[src/rtl/imem_load_fetch_ctrl.sv]
// imem_load_fetch_ctrl: owns the single instruction-memory port, time-sharing it
// between a byte-stream boot loader and the core's PC/fetch sequencer.
//   load_start/byte_in/byte_valid/byte_ready/load_done : program-load interface
//   run_en/branch_taken/branch_target/pc/instr/instr_valid : core front end
//   mem_we/mem_a/mem_wd/mem_rd : instruction memory port (combinational read)
module imem_load_fetch_ctrl #(
    parameter int AW         = 4,
    parameter int LOAD_WORDS = 16
) (
    input  logic        clk,
    input  logic        rst,
    input  logic        load_start,
    input  logic [7:0]  byte_in,
    input  logic        byte_valid,
    output logic        byte_ready,
    output logic        load_done,
    input  logic        run_en,
    input  logic        branch_taken,
    input  logic [31:0] branch_target,
    output logic [31:0] pc,
    output logic [31:0] instr,
    output logic        instr_valid,
    output logic        mem_we,
    output logic [31:0] mem_a,
    output logic [31:0] mem_wd,
    input  logic [31:0] mem_rd
);
    typedef enum logic [1:0] {IDLE, LOAD, WRITE, RUN} state_t;
    localparam logic [AW:0] LAST = (AW+1)'(LOAD_WORDS);
    state_t      state, state_n;
    logic [1:0]  bcnt;
    logic [AW:0] wcnt;
    logic [AW-1:0] waddr;
    logic [31:0] buffer;
    logic        done_q;
    logic        take;
    logic        last_word;
    logic [31:0] load_a;
    assign take      = byte_valid & byte_ready;
    assign last_word = (wcnt + 1'b1) == LAST;
    assign load_a    = {{(30-AW){1'b0}}, waddr, 2'b00};
    assign mem_wd    = buffer;
    assign instr     = mem_rd;
    assign load_done = done_q;
    always_comb begin
        state_n     = state;
        byte_ready  = 1'b0;
        instr_valid = 1'b0;
        mem_we      = 1'b0;
        mem_a       = pc;
        case (state)
            IDLE:  state_n = load_start ? LOAD : run_en ? RUN : IDLE;
            LOAD: begin
                byte_ready = 1'b1;
                mem_a      = load_a;
                state_n    = (!load_start && take && bcnt == 2'd3) ? WRITE : LOAD;
            end
            WRITE: begin
                // the write still lands on a restart; only reset suppresses it
                mem_we  = !rst;
                mem_a   = load_a;
                state_n = (load_start || !last_word) ? LOAD : IDLE;
            end
            RUN: begin
                instr_valid = run_en;
                state_n     = load_start ? LOAD : RUN;
            end
            default: state_n = IDLE;
        endcase
    end
    always_ff @(posedge clk) begin
        if (rst) begin
            state  <= IDLE;
            pc     <= '0;
            bcnt   <= '0;
            wcnt   <= '0;
            waddr  <= '0;
            buffer <= '0;
            done_q <= 1'b0;
        end else begin
            state  <= state_n;
            done_q <= (state == WRITE) && !load_start && last_word;
            if (load_start) begin
                // every load_start lands in LOAD with a fresh session
                pc     <= '0;
                bcnt   <= '0;
                wcnt   <= '0;
                waddr  <= '0;
                buffer <= '0;
            end else begin
                case (state)
                    LOAD: if (take) begin
                        buffer[8*bcnt +: 8] <= byte_in;
                        bcnt                <= bcnt + 2'd1;
                    end
                    WRITE: begin
                        waddr <= waddr + 1'b1;
                        wcnt  <= wcnt + 1'b1;
                        if (last_word) pc <= '0;
                    end
                    RUN: if (run_en) pc <= branch_taken ? (branch_target & ~32'd3) : pc + 32'd4;
                    default: ;
                endcase
            end
        end
    end
endmodule

[config.mk]
export PLATFORM = sky130hd
export DESIGN_NAME = imem_load_fetch_ctrl
export DESIGN_NICKNAME = d
export VERILOG_FILES = /design/src/rtl/imem_load_fetch_ctrl.sv
export SDC_FILE = /design/constraint.sdc
export NUM_CORES = 1
export LEC_CHECK = 0
export ABC_AREA = 0
export BUFFER_PORTS_ARGS = -buffer_cell sky130_fd_sc_hd__buf_4
export CORE_MARGIN = 5
export CORE_UTILIZATION = 47
export DETAILED_ROUTE_END_ITERATION = 8
export PLACE_DENSITY = 0.82
export SKIP_CTS_REPAIR_TIMING = 1
export SYNTH_ARGS = -nofsm -noshare
export SYNTH_HDL_FRONTEND = slang
export SYNTH_SLANG_ARGS = --single-unit
export TNS_END_PERCENT = 100
[constraint.sdc]
create_clock -name clk -period 2.94 [get_ports clk]
set_input_delay 0.147 -clock clk [delete_from_list [all_inputs] [get_ports clk]]
set_output_delay 0.147 -clock clk [all_outputs]
set_load 0.005 [all_outputs]
### After elaboration in Yosys (flattened, before gate mapping)

Cells that the tools add are included.

| storage, ports and cells | value |
|---|---|
| register bits | 78 |
| input bits | 78 |
| output and inout port bits | 132 |
| logic and storage cells | 51 |

| cells by class | value |
|---|---|
| add/subtract/negate cells | 5 |
| equal/unequal tests | 7 |
| shift-type cells | 2 |
| muxes and demuxes | 15 |
| bitwise logic cells | 1 |
| reductions and logical operators | 14 |

Operators by type and width:

| cell | number |
|---|---|
| 32-bit 2-to-1 mux | 4 |
| 32-bit case mux with 2 select lines | 1 |
| 5-bit negator with 34-bit output | 1 |
| 8-bit by 34-bit variable shift with 32-bit output (first input constant) | 1 |
| 8-bit by 34-bit indexed part select with 32-bit output | 1 |
| 32-bit by 3-bit adder with 32-bit output (second input constant) | 1 |
| 32-bit bitwise mux | 1 |
| 2-bit 2-to-1 mux | 4 |
| 2-bit case mux with 4 select lines | 1 |
| 2-bit equality test (second input constant) | 3 |
| 5-bit by 1-bit adder with 5-bit output (second input constant) | 1 |
| 5-bit equality test (second input constant) | 1 |
| 4-bit by 1-bit adder with 4-bit output (second input constant) | 1 |
| 1-bit logical AND | 4 |
| 1-bit 2-to-1 mux | 4 |
| 2-bit != test (second input constant) | 2 |
| 2-bit OR reduction | 2 |
| 1-bit logical NOT | 3 |
| 3-bit AND reduction | 1 |
| 2-bit by 1-bit adder with 2-bit output (second input constant) | 1 |
| 2-bit by 1-bit equality test with 1-bit output (second input constant) | 1 |
| 2-bit logical NOT | 1 |
| 2-bit AND reduction | 1 |
| 2-bit nonzero test | 1 |
| 2 further kinds | 2 |

### Longest topological paths before layout

| depth | value |
|---|---|
| depth in word-level cells | 7 |
| mapped depth | 9 |
| gate-level depth less buffers | 7 |

### Worst setup path after synthesis

OpenSTA, ideal clock, no wires.

| timing | value |
|---|---|
| kind | register to register |
| start point | reg wcnt[0] |
| end point | reg pc[29] |
| library setup time | 0.087 ns |
| arrival | 2.018 ns |
| required time | 2.853 ns |
| path slack | 0.835 ns |
| cell stages (with the launch flop) | 8 |
| buffers on the path | 1 |
| clock period less this slack | 2.105 ns |
| cells stage by stage | dfxtp_1 -> ha_1 -> and3_1 -> mux2_2 -> o211ai_1 -> buf_2 -> a32oi_1 -> o31ai_1 |

| on the way | value |
|---|---|
| word-level cells in the longest chain between the ends | 4 |

Ends and longest elaborated chain:

| item | RTL line | RTL |
|---|---|---|
| start, declared | 32 | `logic [AW:0] wcnt;` |
| start signal, assigned | 98 | `wcnt <= wcnt + 1'b1;` |
| 5-bit by 1-bit adder with 5-bit output | 40 | `assign last_word = (wcnt + 1'b1) == LAST;` |
| 5-bit equality test | 40 |  |
| 2-bit != test (no source line) | -- |  |
| 3-bit AND reduction (no source line) | -- |  |
| end signal, assigned | 101 | `RUN: if (run_en) pc <= branch_taken ? (branch_target & ~32'd3) : pc + 32'd4;` |
| end, declared | 20 | `output logic [31:0] pc,` |

No other way between the ends.
A chain may end at the register's enable or synchronous reset.

### Worst setup path after layout

| timing | value |
|---|---|
| start point | reg wcnt[0] |
| end point | reg pc[9] |

Same word-level chain as after synthesis.

==> metrics.txt <==
Cell Count, Final, Fillers Out=754; critical path class=reg -> reg; filler cell count in the final layout=810; IO Pins=210; Die H=107 µm; Crit. End Element=flip-flop; placed cell count=738; Core Area=9150 µm²; final design utilization=59.7%; PD cells=~400 nW/µm²; first drt pass iteration count=5; Max Slew Vio Count=0; leakage=2.24 nW; Max H-tree Level=3; top post-synthesis cells by count=dfxtp_1 (76), nor2_1 (68), nand2_1 (41); Die Area=roughly 11000 µm²; critical path launch point type=flip-flop; Yosys top cell area share=34.7%; largest net degree at the start of global routing=63; skew final=between 0.01 and 0.015 ns; Worst-Margin Slew=1.17 ns; Critical R2R Launch=wcnt[0]; worst path arrival time=2.81 ns; Vias=around 4.6k; crit path launch=wcnt[0]; final setup violation count=0; HP Class=in -> reg; Sink Count=76; n_diodes=0; clk_lat worst skew=between 0.3 and 0.4 ns; initial antenna violation count=0; period utilization=a little under 90%; worst-path fanout max=20; Die X=107 µm; drt wl/cell=18.0 µm; slew margin rel.=22.1%; status=finished clean; dpl hpwl=9830 µm; row count=35; yosys warns=0; setup TNS=0 ns; vias per cell=6.04; Worst-path clk slew=~0.09 ns; Synth area leaders=dfxtp_1 (35%), a22oi_1 (6.8%), buf_4 (6.2%); cts bufs inserted=9; Seq cells post-synth=76; Hold Startpoint=rst; Iteration-0 DRC Markers=385; Detailed Route WL=13500 µm; Synth Area per Inst=roughly 8 µm²; EDFF count, synth=0; Layout area overhead=24.6%; asr flop ratio synth=0%; Starting Density=47.9%; Synth area leader=dfxtp_1; Final ANT Viol Nets=0; clk buf depth=2; unrepaired setup endpoints after global routing=no; GR Util All Layers=23.4%; DP Worst Slack=0.487 ns; Hold Violations, Final=0; Post-Synthesis Cells=between 500 and 600; global-route wire length before repair=21900 µm; placer congestion estimate=0.853; vias in the first global route=4477; fin worst setup slack=between 0.3 and 0.4 ns; share of cells above drive strength 1=27.7%; global route total overflow=0; Achievable Freq=391 MHz; MaxCap Viol Count=0; clock root buffer master=clkbuf_8; post-synthesis cell area=4390 µm²; CTS tree=yes; Cell variety after synth=60; I/O Buffers=roughly 140; sequential element share of the synthesized area=between 30% and 40%; Tot Pwr=2.19 mW; peak supply drop=221 µV; CP required=3.20 ns; crit path time final=2.56 ns; final-stage net count=729; drt drc=0; Main synth FF type=dfxtp_1; most common cell in the netlist=dfxtp_1
==> sequential cells by signal, indices dropped and copies added (netlist names) <==
register	count
mem_wd	32
pc	30
wcnt	5
waddr	4
bcnt	2
state	2
load_done	1
==> cells in the final DEF (no fill, tap or decap), types with 12 or more instances in the layout <==
cell,n
buf_4,149
ha_1,13
nand3_1,19
a21oi_1,18
inv_1,12
o22ai_1,16
a22oi_1,40
o21ai_0,12
nor2b_1,28
nand2_1,41
dfxtp_1,76
nor2_1,68
==> worst paths after layout <==
path	slack, ns	cells past startpoint	end
worst max register to register	0.38	6	pc[9]
worst min register to register	0.51	2	bcnt[1]
worst min-delay path	0.03	2	state[0]
worst max-delay path	0.38	6	pc[9]
==> report_power, final <==
group | internal [mW] | leakage, nW | switching, mW | total [mW]
combinational | 0.111 | 1.53 | 0.167 | 0.278
clock | 0.414 | 0.106 | 0.449 | 0.864
sequential | 1.04 | 0.613 | 0.00984 | 1.05
==> critical path, cell delays in order, from the launching register on <==
cell and delay (ns):
dfxtp_1 0.49, ha_1 0.29, nand2_1 0.12, o311ai_1 0.38, o211a_1 0.70, o21ai_0 0.19, a211oi_1 0.30
==> stage by stage <==
stage	area (µm²)	hold slack, ns
after floorplan	4400	0.230
after global placement	5260	0.294
after detailed placement	5260	0.294
after CTS	5470	0.00512
after global routing	5470	0.0270
final	5470	0.0290
==> layout make-up <==
type	count	area (µm²)	area share [%]
sequential	76	1520	27.8
clock buffer	9	124	2.27
tap	111	139	2.54
inverter	13	48.8	0.892
clock inverter	7	88.8	1.62
timing repair buffer	149	1120	20.5
multi-input combinational	389	2430	44.4
==> layer usage <==
metal	routed length (µm)	up-vias	track usage, %
li1	-	2124	-
met1	5600	2149	30.8
met2	6450	228	38.1
met3	1150	54	3.13
met4	335	0	10.4
met5	0	-	0
==> logic make-up (layout without fill, tap and decap cells) <==
| family | Yosys count | after routing | synth area share, % |
|---|---|---|---|
| multiplexers | 9 | 9 | 2.22 |
| buffers and inverters | 82 | 178 | 10.2 |
| adder cells (fa/ha/maj) | 13 | 13 | 3.71 |
| AO/OA/AOI/OAI | 145 | 145 | 23.9 |
| flip-flops | 76 | 76 | 34.7 |
| other | 1 | 4 | 0.0855 |
| AND/OR/NAND/NOR | 210 | 210 | 23.5 |
| XOR/XNOR | 8 | 8 | 1.60 |
Note: power is estimated with default switching activity, not from simulation.
